--- src/rtl/daisy_chain_grant_ctrl.sv ---
// daisy_chain_grant_ctrl: head-of-chain controller that opens arbitration, detects the winner and supervises its tenure
// Ports:
//   clk          rising-edge clock
//   rst_n        asynchronous active-low reset
//   enable       arbitration enable; 0 parks in IDLE once the current tenure ends
//   chain_cout   carry-out of the last cell; 1 means nobody took the grant
//   busy         wired-OR busy from the granted agent
//   chain_cin    carry-in to the first cell (registered)
//   grant_active high while waiting for busy or holding
//   timeout_err  one-cycle pulse on ack or hold timeout
//   grant_count  completed tenures, saturating at all-ones
module daisy_chain_grant_ctrl #(
    parameter int ACK_TIMEOUT = 8,
    parameter int MAX_HOLD    = 32,
    parameter int GAP_CYCLES  = 2,
    parameter int CNT_W       = 16
) (
    input  logic             clk,
    input  logic             rst_n,
    input  logic             enable,
    input  logic             chain_cout,
    input  logic             busy,
    output logic             chain_cin,
    output logic             grant_active,
    output logic             timeout_err,
    output logic [CNT_W-1:0] grant_count
);
    // The timer also paces the gap, so it must be wide enough for GAP_CYCLES too.
    localparam int TM0  = (ACK_TIMEOUT > MAX_HOLD) ? ACK_TIMEOUT : MAX_HOLD;
    localparam int TMAX = (GAP_CYCLES > TM0) ? GAP_CYCLES : TM0;
    localparam int TW   = (TMAX > 1) ? $clog2(TMAX) : 1;

    typedef enum logic [2:0] {IDLE, OFFER, WAIT_BUSY, HOLD, GAP} state_t;

    state_t        state, state_nx;
    logic [TW-1:0] timer, timer_nx;
    logic          err_nx, done_nx;

    always_comb begin
        state_nx = state;
        timer_nx = timer + TW'(1);
        err_nx   = 1'b0;
        done_nx  = 1'b0;
        case (state)
            IDLE: begin
                timer_nx = '0;
                state_nx = enable ? OFFER : IDLE;
            end
            OFFER: begin
                timer_nx = '0;
                state_nx = !enable ? IDLE : (!chain_cout ? WAIT_BUSY : OFFER);
            end
            WAIT_BUSY: begin
                // busy has priority over both withdrawal and the ack timeout
                if (busy) begin
                    state_nx = HOLD;
                    timer_nx = '0;
                end else if (chain_cout || timer == TW'(ACK_TIMEOUT - 1)) begin
                    state_nx = GAP;
                    timer_nx = '0;
                    err_nx   = !chain_cout;
                end
            end
            HOLD: begin
                // chain_cout is ignored here: only busy governs the tenure
                if (!busy || timer == TW'(MAX_HOLD - 1)) begin
                    state_nx = GAP;
                    timer_nx = '0;
                    done_nx  = !busy;
                    err_nx   = busy;
                end
            end
            GAP: begin
                if (timer == TW'(GAP_CYCLES - 1)) begin
                    state_nx = enable ? OFFER : IDLE;
                    timer_nx = '0;
                end
            end
            default: begin
                state_nx = IDLE;
                timer_nx = '0;
            end
        endcase
    end

    always_ff @(posedge clk or negedge rst_n) begin
        if (!rst_n) begin
            state        <= IDLE;
            timer        <= '0;
            chain_cin    <= 1'b0;
            grant_active <= 1'b0;
            timeout_err  <= 1'b0;
            grant_count  <= '0;
        end else begin
            state        <= state_nx;
            timer        <= timer_nx;
            chain_cin    <= state_nx inside {OFFER, WAIT_BUSY, HOLD};
            grant_active <= state_nx inside {WAIT_BUSY, HOLD};
            timeout_err  <= err_nx;
            if (done_nx && grant_count != '1)
                grant_count <= grant_count + CNT_W'(1);
        end
    end
endmodule

--- config.mk ---
export PLATFORM = sky130hd
export DESIGN_NAME = daisy_chain_grant_ctrl
export DESIGN_NICKNAME = d
export VERILOG_FILES = /design/src/rtl/daisy_chain_grant_ctrl.sv
export SDC_FILE = /design/constraint.sdc
export NUM_CORES = 1
export LEC_CHECK = 0
export CAP_MARGIN = 20
export CORE_MARGIN = 3
export CORE_UTILIZATION = 50
export DETAILED_ROUTE_END_ITERATION = 10
export PLACE_DENSITY = 0.76
export SYNTH_ARGS = -nofsm -noshare
export SYNTH_HDL_FRONTEND = slang
export SYNTH_SLANG_ARGS = --single-unit
--- constraint.sdc ---
create_clock -name clk -period 2.85 [get_ports clk]
set_input_delay 0.57 -clock clk [delete_from_list [all_inputs] [get_ports clk]]
set_output_delay 0.57 -clock clk [all_outputs]
set_load 0.02 [all_outputs]
==> results of run 1 <==
registers in the layout, summed over array words and instances (netlist names):
| signal | count |
|---|---|
| chain_cin | 1 |
| grant_active | 1 |
| timeout_err | 1 |
| grant_count | 16 |
| timer | 5 |
| state | 3 |
path summary, 6_finish.rpt:
path / end / slack, ns
min in group asynchronous: grant_count[7]$_DFFE_PN0P_ / 0.59
min: timer[0]$_DFF_PN0_ / 0.51
max in group asynchronous: timer[4]$_DFF_PN0_ / 2.01
max: grant_count[10] / 0.75
min reg2reg: timer[0]$_DFF_PN0_ / 0.51
max reg2reg: chain_cin$_DFF_PN0_ / 1.00
per-layer routing:
layer	GRT usage	part of all wire
met1	0.2585	0.48
met2	0.2634	0.46
met3	0.01974	0.041
met4	0.08738	0.018
met5	0	0
cells by family after synthesis:
group                      synth area share
and+or+nand+nor                      0.2800
DFF                                  0.4830
xor gates and xnor gates             0.1002
AOI/OAI and AO/OA                   0.07604
buffers and inverters               0.01430
adders and majority gates           0.03578
muxes                               0.01073
where the power goes:
group / internal (mW) / leakage, nW / switching [mW]
logic: 0.134 / 0.363 / 0.127
clock network: 0.0549 / 0.0150 / 0.110
registers: 0.433 / 0.368 / 0.0700
per-stage QoR:
| step | hold slack (ns) | power [mW] |
|---|---|---|
| after global routing | 0.5525 | 0.9855 |
| after global placement | 0.4764 | 0.7631 |
| final | 0.5102 | 0.9295 |
| after CTS | 0.5130 | 0.9360 |
| after detailed placement | 0.4946 | 0.7694 |
| after floorplan | 0.2744 | 0.6557 |
area by class of cell:
type                    count  area share
clock buffers               4     0.01553
inverters                   1    0.002219
multi-input cells          94      0.4157
flip-flops and latches     27      0.3994
well taps                  30     0.02219
repair buffers             25      0.1450
cell usage in the layout (no fill, tap or decap), types with 3 or more instances in the layout:
cell	instances
and3_1	4
clkbuf_4	3
clkdlybuf4s50_1	23
dfrtp_1	27
ha_1	4
nand2_1	7
nand3_1	7
nand4_1	5
nor2_1	7
nor2b_1	4
nor3_1	5
nor3b_1	3
xnor2_1	7
xor2_1	9
==> results by group, run 1 <==
Global routing
  – First-pass GRT wire length: ~4700 um
  – Vias in the first global route: between 1000 and 1500
  – GRT Overall Usage: 0.1779
  – Largest net degree at the start of global routing: 28
  – Initial antenna violation count: 0
  – Total gr overflow: 0

Final layout
  – Final core occ: 0.6589
  – FF+latch area: about 680 um^2
  – ANT cells: 0
  – Share of post-route cells with drive strength above 1: 0.07947
  – Layout Cells excl Fill: 181
  – Layout fillers: between 200 and 250
  – Final #Nets: between 150 and 200
  – Post-route design area: between 1500 and 2000 um^2
  – Multi-input gate area: between 700 and 800 um^2
  – Layout area overhead: 20.93%

Critical path
  – Worst EP required: about 2.3 ns
  – Slowest cell on the critical path: clkdlybuf4s50_1
  – Worst reg-to-reg path cell count: 7
  – CP arrival: between 1.5 and 2 ns
  – Worst setup path startpoint: grant_count[10]$_DFFE_PN0P_
  – CP bufs+invs: 1
  – Maximum fanout along the worst path: 9
  – Critical path class: reg2out
  – CP Capture Type: primary output
  – Reg-to-Reg Start: timer[0]$_DFF_PN0_
  – Crit-path cells: clkdlybuf4s50_1
  – Critical Path Start Type: register
  – CP delay by family, top: buffers and inverters
  – Largest stage delay on the critical path: 0.67 ns
  – Stages on the worst setup path: 1

Synth
  – Top-count cell post-synth: dfrtp_1
  – Post-synth top cells: 27 x dfrtp_1, 9 x xor2_1
  – EDFF count, synth: 0
  – Largest area contributor in the synthesized netlist: dfrtp_1
  – Synth cell types: between 40 and 50
  – Top cells by area, synth: dfrtp_1 48%, xor2_1 5.6%, xnor2_1 4.4%, ha_1 3.6%, nand3_1 2.5%
  – Synth Register Bits: 27
  – Sequential share of the synthesized area: 0.4830
  – Post-synth top area share: 0.4830
  – Cells after synthesis: 125
  – Syn_nets: 134
  – Synth warn: 0
  – Asr flop ratio synth: 1.000
  – Post-synth top flop: dfrtp_1
  – Mapped cell area: approximately 1400 um^2
  – Syn Area/Cell: approximately 11 um^2

Place
  – Placed Cells: ~180
  – # port buffers: 23
  – DP Worst Slack: about 0.56 ns
  – Gpl congestion: roughly 0.85
  – DPL Wire Length: 1963 um
  – Placed Area: 1665 um^2

Die
  – Initial Utilization: 0.5448
  – Die height: roughly 59 um
  – DIE WIDTH: between 50 and 60 um
  – Rows: 18
  – Core box area: 2567 um^2
  – Die Footprint: between 3000 and 4000 um^2
  – IO Pins: 24

Detailed routing
  – Routed Antenna Nets: 0
  – Via count: between 1000 and 1500
  – Via density: 5.912
  – First-pass detailed-route iteration total: 4
  – 1st-iter DRT viols: 22
  – Final WL: 2718 um
  – WL/cell: 15.02 um
  – # DRC: 0

Clocking
  – # hold bufs at CTS: 0
  – Sinks on Clock Net: 27
  – Post-cts gate resize count: 0
  – CTS tree: yes
  – Number of setup buffers added after CTS: 0
  – Clk buf depth: 2
  – Skew-Pair Late Insertion Delay: approximately 0.33 ns
  – Clk slew on worst S/H paths: between 0.1 and 0.15 ns
  – Clock root cell: clkbuf_4
  – CTS HTree Levels: 1
  – Total clock buffers created by CTS: 3

Status
  – Status: finished clean

Power
  – Leakage: 0.7455 nW
  – Peak VDD IR: between 0.4 and 0.5 mV
  – PwrDens: around 550 nW/um^2

Timing
  – Unrepaired setup endpoints after global routing: no
  – Worst Tran Pin Value: around 0.47 ns
  – Final Hold Vio Count: 0
  – Final Max Slew Viols: 0
  – Period minus WS final: roughly 2.1 ns
  – Max Fclk: ~480 MHz
  – Setup Viol. Count Final: 0
  – Setup_tns: 0 ns
  – Final setup skew: 0.006451 ns
  – Slew margin rel.: 0.6836
  – Post-route setup slack: 0.7477 ns
  – Period utilization: 0.7376

Hold path
  – Min-delay src: timer[0]$_DFF_PN0_
  – HP Class: reg2reg
  – Hold Path Depth: 1

Job
  – Maxcap violations: 0
(Power assumes the default switching activity.)
==> run 2, diff against run 1 <==
Clock period 2.85 ns to 2 ns, I/O delays scaled along.
==> run 2 against run 1 <==
  * Total power grew 45%
  * Cell count grew 1.1%
  * Non-clock buffer count grew 2
  * Largest power group unchanged
  * First-iteration DRC count grew 120%
  * Core utilization grew 0.63 points
  * Final area grew 0.96%
  * Worst hold slack lost 0.11 ns
  * Clock-buffer cell count shrank 1
  * Register-to-register slack lost 0.86 ns
  * Die area is the same
  * Largest cell class unchanged
  * Sequential cell count is the same
  * Sequential power grew 43%
==> results by group, run 2 (same netlist as run 1, synthesis figures left out) <==
Status
  – Status: finished clean

Timing
  – Setup_tns: 0 ns
  – Final Max Slew Viols: 0
  – Max Fclk: roughly 530 MHz
  – Unrepaired setup endpoints after global routing: no
  – Slew margin rel.: 0.6863
  – Period utilization: 0.9465
  – Final setup skew: about 0.0013 ns
  – Setup Viol. Count Final: 0
  – Final Hold Vio Count: 0
  – Post-route setup slack: between 0.1 and 0.15 ns
  – Period minus WS final: 1.893 ns
  – Worst Tran Pin Value: between 0.4 and 0.5 ns

Place
  – Placed Area: about 1700 um^2
  – Gpl congestion: around 0.86
  – # port buffers: 23
  – DP Worst Slack: roughly 0.039 ns
  – DPL Wire Length: 2015 um

Die
  – Die Footprint: approximately 3500 um^2
  – Core box area: about 2600 um^2
  – Rows: 18
  – IO Pins: 24
  – Die height: just under 60 um
  – Initial Utilization: 0.5448
  – DIE WIDTH: 58.90 um

Global routing
  – GRT Overall Usage: 0.1757
  – Largest net degree at the start of global routing: 28
  – Initial antenna violation count: 0
  – Total gr overflow: 0
  – Vias in the first global route: 1056
  – First-pass GRT wire length: roughly 4700 um

Clocking
  – # hold bufs at CTS: 0
  – Skew-Pair Late Insertion Delay: 0.33 ns
  – Clk buf depth: 2
  – Post-cts gate resize count: 0
  – CTS tree: yes
  – Total clock buffers created by CTS: 3
  – CTS HTree Levels: 1
  – Clock root cell: clkbuf_4
  – Clk slew on worst S/H paths: ~0.15 ns
  – Number of setup buffers added after CTS: 0
  – Sinks on Clock Net: 27

Power
  – Final Power: 1.343 mW
  – Peak VDD IR: 0.7321 mV
  – Switching portion of total power: 0.3422
  – Leakage: between 0.7 and 0.8 nW
  – Clock power share: 0.184
  – Pint: roughly 0.9 mW
  – Sequential power share: 0.536
  – Net Sw Power: 0.4597 mW
  – PwrDens: between 700 and 800 nW/um^2
  – Combinational power share: 0.280

Critical path
  – Worst reg-to-reg path cell count: 7
  – Reg-to-Reg Start: timer[0]$_DFF_PN0_
  – Crit-path cells: clkdlybuf4s50_1
  – Critical path class: reg2out
  – CP delay by family, top: buffers and inverters
  – Largest stage delay on the critical path: about 0.66 ns
  – CP bufs+invs: 1
  – Slowest cell on the critical path: clkdlybuf4s50_1
  – CP arrival: around 1.5 ns
  – Worst EP required: between 1.5 and 2 ns
  – Reg2reg end: chain_cin$_DFF_PN0_
  – R2R setup slack: between 0.1 and 0.15 ns
  – Maximum fanout along the worst path: 8
  – Critical Path Start Type: register
  – CP Capture Type: primary output

Final layout
  – Final #Nets: 163
  – Post-route design area: 1708 um^2
  – Largest Register: grant_count
  – Top Registers: grant_count (16), timer (5), state (3)
  – Max reg flops: 16
  – ANT cells: 0
  – Most common cell after layout, fill and taps aside: dfrtp_1
  – Layout area overhead: 22.09%
  – Most frequent cells in the layout: 27 x dfrtp_1, 23 x clkdlybuf4s50_1, 9 x xor2_1
  – Share of post-route cells with drive strength above 1: 0.09804

Detailed routing
  – Via count: roughly 1100
  – Via density: 5.995
  – First-pass detailed-route iteration total: 4
  – WL/cell: ~15 um
  – Routed Antenna Nets: 0
  – Final WL: 2760 um
  – # DRC: 0
  – 1st-iter DRT viols: 48

Job
  – Maxcap violations: 0

Hold path
  – HP Class: in2async
run 2: per-stage QoR:
| step | hold WS (ns) | utilization | std cells |
|---|---|---|---|
| 4_1_cts | 0.4146 | 0.6652 | 183 |
| 3_3_place_gp | 0.4762 | 0.6545 | 179 |
| 3_5_place_dp | 0.4887 | 0.6545 | 179 |
| 2_1_floorplan | 0.1044 | - | 125 |
| 6_report | 0.4030 | 0.6652 | 183 |
| 5_1_grt | 0.4149 | 0.6652 | 183 |
run 2: how the worst max path moves through the flow:
stage                           startpoint                    endpoint  cells past startpoint
6_report       grant_count[11]$_DFFE_PN0P_             grant_count[11]                      1
2_1_floorplan   grant_count[0]$_DFFE_PN0P_  grant_count[1]$_DFFE_PN0P_                      5
4_1_cts        grant_count[11]$_DFFE_PN0P_             grant_count[11]                      1
5_1_grt         grant_count[0]$_DFFE_PN0P_  grant_count[1]$_DFFE_PN0P_                      5
3_3_place_gp                          busy  grant_count[8]$_DFFE_PN0P_                      5
3_5_place_dp                          busy  grant_count[6]$_DFFE_PN0P_                      5
run 2: cell type report:
type                       instances  area, um^2
inverter                           1       3.754
sequential                        27       675.6
fill                             193       859.6
multi-input combinational         94       703.2
timing repair buffer              27       260.3
clock inverter                     1       5.005
clock buffer                       3       22.52
tap                               30       37.54
run 2: layer usage:
layer | vias to the layer above | GRT usage | part of all wire
met2 | 33 | 0.2603 | 0.45
met1 | 535 | 0.2458 | 0.48
met4 | 0 | 0.09385 | 0.019
met5 | - | 0 | 0
li1 | 524 | - | -
met3 | 5 | 0.02851 | 0.048
run 2: power by group through the flow:
stage / Sequential (mW) / Clock, mW / Combinational, mW
after floorplan: 0.747 / 0 / 0.187
after global placement: 0.722 / 0 / 0.365
after detailed placement: 0.728 / 0 / 0.378
after CTS: 0.717 / 0.253 / 0.379
after global routing: 0.734 / 0.267 / 0.407
final: 0.720 / 0.247 / 0.376
